### config.mk
export PLATFORM = sky130hd
export DESIGN_NAME = vxe_vpu_cmd_dispatch
export DESIGN_NICKNAME = d
export VERILOG_FILES = /design/src/rtl/vxe_vpu_cmd_dispatch.sv
export SDC_FILE = /design/constraint.sdc
export NUM_CORES = 1
export LEC_CHECK = 0
export ABC_CLOCK_PERIOD_IN_PS = 3500
export CELL_PAD_IN_SITES_DETAIL_PLACEMENT = 0
export CELL_PAD_IN_SITES_GLOBAL_PLACEMENT = 2
export CORE_MARGIN = 3
export CORE_UTILIZATION = 42
export CTS_CLUSTER_DIAMETER = 120
export DETAILED_ROUTE_END_ITERATION = 8
export PLACE_DENSITY = 0.87
export SLEW_MARGIN = 20
export SYNTH_ARGS = -nofsm -noshare
export SYNTH_HDL_FRONTEND = slang
export SYNTH_SLANG_ARGS = --single-unit
export TNS_END_PERCENT = 20
### constraint.sdc
create_clock -name clk -period 3.5 [get_ports clk]
set_input_delay 0.7 -clock clk [delete_from_list [all_inputs] [get_ports clk]]
set_output_delay 0.7 -clock clk [all_outputs]
set_load 0.05 [all_outputs]
### src/rtl/vxe_vpu_cmd_dispatch.sv
// vxe_vpu_cmd_dispatch
// VPU-side receiver of the CU->VPU command bus. Commands {op, th, pl} are
// accepted on the sel/ack bus and sorted into small per-thread circular FIFOs.
// Each thread pipe pops its own queue through a vld/rd handshake.
// Optional build macro: VXE_VPU_CMD_BCAST_EN (th==7 broadcasts to all queues).
module vxe_vpu_cmd_dispatch #(
    parameter int NTHR        = 8,
    parameter int QDEPTH_POW2 = 1
) (
    input  logic                 clk,
    input  logic                 nrst,
    input  logic                 i_vpu_cmd_sel,
    output logic                 o_vpu_cmd_ack,
    input  logic [4:0]           i_vpu_cmd_op,
    input  logic [2:0]           i_vpu_cmd_th,
    input  logic [47:0]          i_vpu_cmd_pl,
    output logic [NTHR-1:0]      o_th_cmd_vld,
    output logic [5*NTHR-1:0]    o_th_cmd_op,
    output logic [48*NTHR-1:0]   o_th_cmd_pl,
    input  logic [NTHR-1:0]      i_th_cmd_rd,
    output logic                 o_busy,
    output logic                 o_err
);

    localparam int DEPTH = 1 << QDEPTH_POW2;
    localparam int CW    = QDEPTH_POW2 + 1;
    localparam int PW    = QDEPTH_POW2;

    typedef struct packed {
        logic [4:0]  op;
        logic [47:0] pl;
    } entry_t;

    entry_t            mem_q  [NTHR][DEPTH];
    logic [PW-1:0]     wptr_q [NTHR];
    logic [PW-1:0]     rptr_q [NTHR];
    logic [CW-1:0]     cnt_q  [NTHR];
    logic [CW-1:0]     cnt_d  [NTHR];
    logic [NTHR-1:0]   full;
    logic [NTHR-1:0]   vld;
    logic [NTHR-1:0]   push;
    logic [NTHR-1:0]   pop;
    logic [NTHR-1:0]   nonempty_d;
    logic              busy_q;
    logic              err_q;
    logic              err_d;
    logic              th_valid;
    logic              tgt_full;
    logic              xfer;
    logic [3:0]        th_ext;

    assign th_ext   = {1'b0, i_vpu_cmd_th};
    assign th_valid = (th_ext < 4'(NTHR));
    assign xfer     = i_vpu_cmd_sel & o_vpu_cmd_ack;

    // Queue status flags, derived from the registered counts only
    always_comb begin
        full = '0;
        vld  = '0;
        for (int n = 0; n < NTHR; n++) begin
            full[n] = (cnt_q[n] == CW'(DEPTH));
            vld[n]  = (cnt_q[n] != '0);
        end
    end

    // Accept decision: full queues stall, nonexistent threads are swallowed
    always_comb begin
        o_vpu_cmd_ack = 1'b0;
        tgt_full      = 1'b0;
        for (int n = 0; n < NTHR; n++) begin
            if (th_ext == 4'(n)) tgt_full = full[n];
        end
`ifdef VXE_VPU_CMD_BCAST_EN
        if (i_vpu_cmd_th == 3'h7)
            o_vpu_cmd_ack = i_vpu_cmd_sel & ~(|full);
        else if (th_valid)
            o_vpu_cmd_ack = i_vpu_cmd_sel & ~tgt_full;
        else
            o_vpu_cmd_ack = i_vpu_cmd_sel;
`else
        if (th_valid)
            o_vpu_cmd_ack = i_vpu_cmd_sel & ~tgt_full;
        else
            o_vpu_cmd_ack = i_vpu_cmd_sel;
`endif
    end

    // Per-queue push/pop strobes and next counts; sticky error on bad thread id
    always_comb begin
        push       = '0;
        pop        = i_th_cmd_rd & vld;
        nonempty_d = '0;
        for (int n = 0; n < NTHR; n++) begin
`ifdef VXE_VPU_CMD_BCAST_EN
            push[n] = xfer & ((i_vpu_cmd_th == 3'h7) | (th_ext == 4'(n)));
`else
            push[n] = xfer & (th_ext == 4'(n));
`endif
            cnt_d[n]      = cnt_q[n] + CW'(push[n]) - CW'(pop[n]);
            nonempty_d[n] = (cnt_d[n] != '0);
        end
`ifdef VXE_VPU_CMD_BCAST_EN
        err_d = err_q | (xfer & ~th_valid & (i_vpu_cmd_th != 3'h7));
`else
        err_d = err_q | (xfer & ~th_valid);
`endif
    end

    // Queue storage, pointers, counts and status registers
    always_ff @(posedge clk or negedge nrst) begin
        if (!nrst) begin
            for (int n = 0; n < NTHR; n++) begin
                cnt_q[n]  <= '0;
                wptr_q[n] <= '0;
                rptr_q[n] <= '0;
                for (int d = 0; d < DEPTH; d++) mem_q[n][d] <= '0;
            end
            busy_q <= 1'b0;
            err_q  <= 1'b0;
        end else begin
            for (int n = 0; n < NTHR; n++) begin
                cnt_q[n] <= cnt_d[n];
                if (push[n]) begin
                    mem_q[n][wptr_q[n]] <= {i_vpu_cmd_op, i_vpu_cmd_pl};
                    wptr_q[n]           <= wptr_q[n] + 1'b1;
                end
                if (pop[n]) rptr_q[n] <= rptr_q[n] + 1'b1;
            end
            busy_q <= |nonempty_d;
            err_q  <= err_d;
        end
    end

    // Head outputs: entry at the read pointer, forced to zero while empty
    always_comb begin
        o_th_cmd_op = '0;
        o_th_cmd_pl = '0;
        for (int n = 0; n < NTHR; n++) begin
            if (vld[n]) begin
                o_th_cmd_op[5*n +: 5]   = mem_q[n][rptr_q[n]].op;
                o_th_cmd_pl[48*n +: 48] = mem_q[n][rptr_q[n]].pl;
            end
        end
    end

    assign o_th_cmd_vld = vld;
    assign o_busy       = busy_q;
    assign o_err        = err_q;

endmodule

==> results.sh <==
export IMPL_routedWlPerCell_um=25.7
export IMPL_ys_top_cells_by_area="dfrtp_1, mux2_2, mux2i_1"
export IMPL_via_count=25600
export IMPL_timing_critical_path_cells="buf_16 -> mux2i_1 -> nor2_1 -> clkdlybuf4s50_1"
export IMPL_grt_pass1_vias=28100
export IMPL_synth_edff_count=0
export IMPL_globalplace_congestion=0.855
export IMPL_number_of_nets_in_the_synthesized_netlist=3041
export IMPL_pin_count=502
export IMPL_maxSlewViolCount=0
export IMPL_synth_xor_area_share=0.00708
export IMPL_routed_via_density=5.40
export IMPL_yosysTopAreaCell="dfrtp_1"
export IMPL_path_delay_family="buffers and inverters"
export IMPL_grt_pass1_wl_um=183000
export IMPL_most_frequent_cell_after_synthesis="dfrtp_1"
export IMPL_synth_warnings=0
export IMPL_main_combinational_cell_family_by_area_after_synthesis="multiplexers"
export IMPL_core_area_sq_um=92500
export IMPL_max_slew_margin=0.307
export IMPL_port_buffers=500
export IMPL_timing_worst_setup_path_type="reg -> out"
export IMPL_setup_worst_path_start_class="flip-flop"
export IMPL_synth_compound_gate_area_share=0.00354
export IMPL_post_route_cell_area_sq_um=49700
export IMPL_report_final_setup_viol=0
export IMPL_timing_worst_slew_pin_value_ps=1040
export IMPL_async_reset_ff_frac=1.00
export IMPL_proportion_of_layout_cells_with_a_drive_suffix_above_1=0.282
export IMPL_critPathMaxStageDelay_ps=860
export IMPL_muxShareOfSynthArea=0.349
export IMPL_netlist_top_cells_count="dfrtp_1, mux2_2, nor2_1"
export IMPL_min_delay_path_class="in -> async"
export IMPL_final_hold_viol_count=0
export IMPL_final_period_utilization=0.983
export IMPL_antenna_left=0
export IMPL_place_detailed_hpwl_um=82500
export IMPL_nNetsFinal=3514
export IMPL_syn_instance_count=2958
export IMPL_yosys_register_bits=881
export IMPL_nFillCells=7827
export IMPL_yosys_area_top_type_share=0.557
export IMPL_grt_remaining_overflow=0
export IMPL_grt_antenna_before_repair=2
export IMPL_dr_first_iter_drc_count=1298
export IMPL_grt_start_max_net_pins=99
export IMPL_cts_tree="built"
export IMPL_firstDrtPassIters=7
export IMPL_layout_cells_non_filler=4747
export IMPL_count_of_hold_fix_buffers_inserted_at_cts=0
export IMPL_die_area_sq_um=97900
export IMPL_run_status="completed"
export IMPL_crit_buf_inv=2
export IMPL_worst_endpoint_arrival_ps=2740
export IMPL_clock_tree_buffer_depth=3
export IMPL_die_height_um=313
export IMPL_die_width_um=313
export IMPL_seq_area_frac_synth=0.557
export IMPL_diodes=0
export IMPL_syn_to_final_growth_pct=25.5
export IMPL_arithmetic_cell_share_of_the_synthesized_area_counting_full_adders_half_adders_and_majority_gates=0.00506
export IMPL_timing_critical_path_to_type="output pin"
export IMPL_clock_tree_htree_level_count=3
export IMPL_detail_route_wirelength_um=122000
export IMPL_placed_area_sq_um=46500
export IMPL_clock_fmax_ghz=0.291
export IMPL_synthSimpleGateAreaFrac=0.0490
export IMPL_timing_max_cap_violations=0
export IMPL_ys_types=44
export IMPL_place_inst=4567
export IMPL_rows=111
export IMPL_floorplan_initialDensity=0.428
export IMPL_worst_endpoint_required_ps=2800
export IMPL_synthesis_area_per_instance_sq_um=13.4
export IMPL_track_usage=0.247
export IMPL_cts_sinks=881
export IMPL_cts_inserted_buffers=94
export IMPL_mappedNetlistArea_sq_um=39600
export IMPL_drcViolationCount=0
export IMPL_synthFlopType="dfrtp_1"
export IMPL_clk_root_buffer_cell="clkbuf_16"
export IMPL_clkTransAtPathRegs_ps=60
export IMPL_crit_path_max_fanout=13
export IMPL_source_to_sink_clock_delay_at_the_later_pin_of_the_worst_skew_pair_ps=640
export IMPL_min_period_ps=3440
export IMPL_fin_skew_ps=21.4
export IMPL_crit_slowest_cell="clkdlybuf4s50_1"
[layer usage]
layer	vias up	share of wire	global-route usage	wire length (um)
li1	11100	-	-	-
met1	13700	0.44	0.327	53300
met2	623	0.49	0.420	60200
met3	171	0.046	0.0392	5620
met4	2	0.025	0.0700	3070
met5	-	0.00011	0	13
[registers in the layout, indices dropped and copies added, names as in the netlist]
| register | count |
|---|---|
| o_busy | 1 |
| cnt_q | 16 |
| rptr_q | 8 |
| wptr_q | 8 |
| mem_q | 848 |
[path summary, 6_finish.rpt]
check | from | to | slack (ps) | depth (start not counted)
max in group asynchronous | nrst | mem_q[21] | 2150 | 3
min in group clk | mem_q[247] | mem_q[247] | 490 | 1
hold reg to reg | mem_q[247] | mem_q[247] | 490 | 1
setup reg to reg | cnt_q[1] | o_busy | 770 | 10
setup / recovery | rptr_q[1] | o_th_cmd_pl[312] | 60 | 4
hold / removal | nrst | mem_q[798] | 40 | 1
[cell families (layout without fill, tap and decap cells)]
group	Yosys count	after routing
compound gates	16	16
xor+xnor	32	32
fa+ha+maj	16	16
buf+inv	256	802
flops	881	881
mux	1272	1272
other cells	1	1
simple gates	484	484
[cell usage in the layout, fill, tap and decap left out, types with 7 or more instances in the layout]
cell type        netlist  routed
and2_1                 8       8
buf_12                 0      45
buf_4                 22      69
clkbuf_1             129      21
clkbuf_16              0      96
clkbuf_8               0      20
clkdlybuf4s50_1        0     346
clkinv_2               0      18
dfrtp_1              881     873
dfrtp_4                0       8
dlygate4sd2_1          0     117
dlymetal6s2s_1         0      27
ha_1                  16      16
inv_1                 23      23
mux2_1               163     163
mux2_2               685     685
mux2i_1              424     424
nand2_1                8       7
nor2_1               436     426
nor2_4                 1      13
xnor2_1               22      22
xor2_1                10      10
[layout make-up]
class | instances | area [sq um] | share of cell area
multi-input combinational | 1821 | 16500 | 0.332
timing repair buffer | 609 | 6340 | 0.128
inverter | 24 | 90.1 | 0.00181
clock buffer | 137 | 2760 | 0.0555
tap | 1243 | 1560 | 0.0313
sequential | 881 | 22100 | 0.444
clock inverter | 32 | 343 | 0.00690
[what timing repair did]
action,in CTS,in global routing
pin swaps,1,0
setup buffers,11,0
setup endpoints to repair,267,27
gates resized for setup,118,27
[worst reg2reg max path, stage by stage (launching register included)]
cell     delay (ps)
dfrtp_1         430
nor2_4          140
buf_12          310
inv_1           120
and2_1          250
ha_1            310
inv_1            50
ha_1            310
or4_1           440
nor2_1          140
nand4_1         100
[through the flow]
stage	util	TNS [ps]	hold WS, ps	setup slack (ps)
finish	0.537	0	44.0	58.5
CTS	0.536	0	4.98	2.71
detailed placement	0.502	0	479	74.9
floorplan	-	0	404	746
global placement	0.502	0	466	107
global route	0.537	-0.345	39.2	-0.345
Power is not shown: default switching activity piles up to over one toggle a cycle in this logic, so the estimate is an artifact.
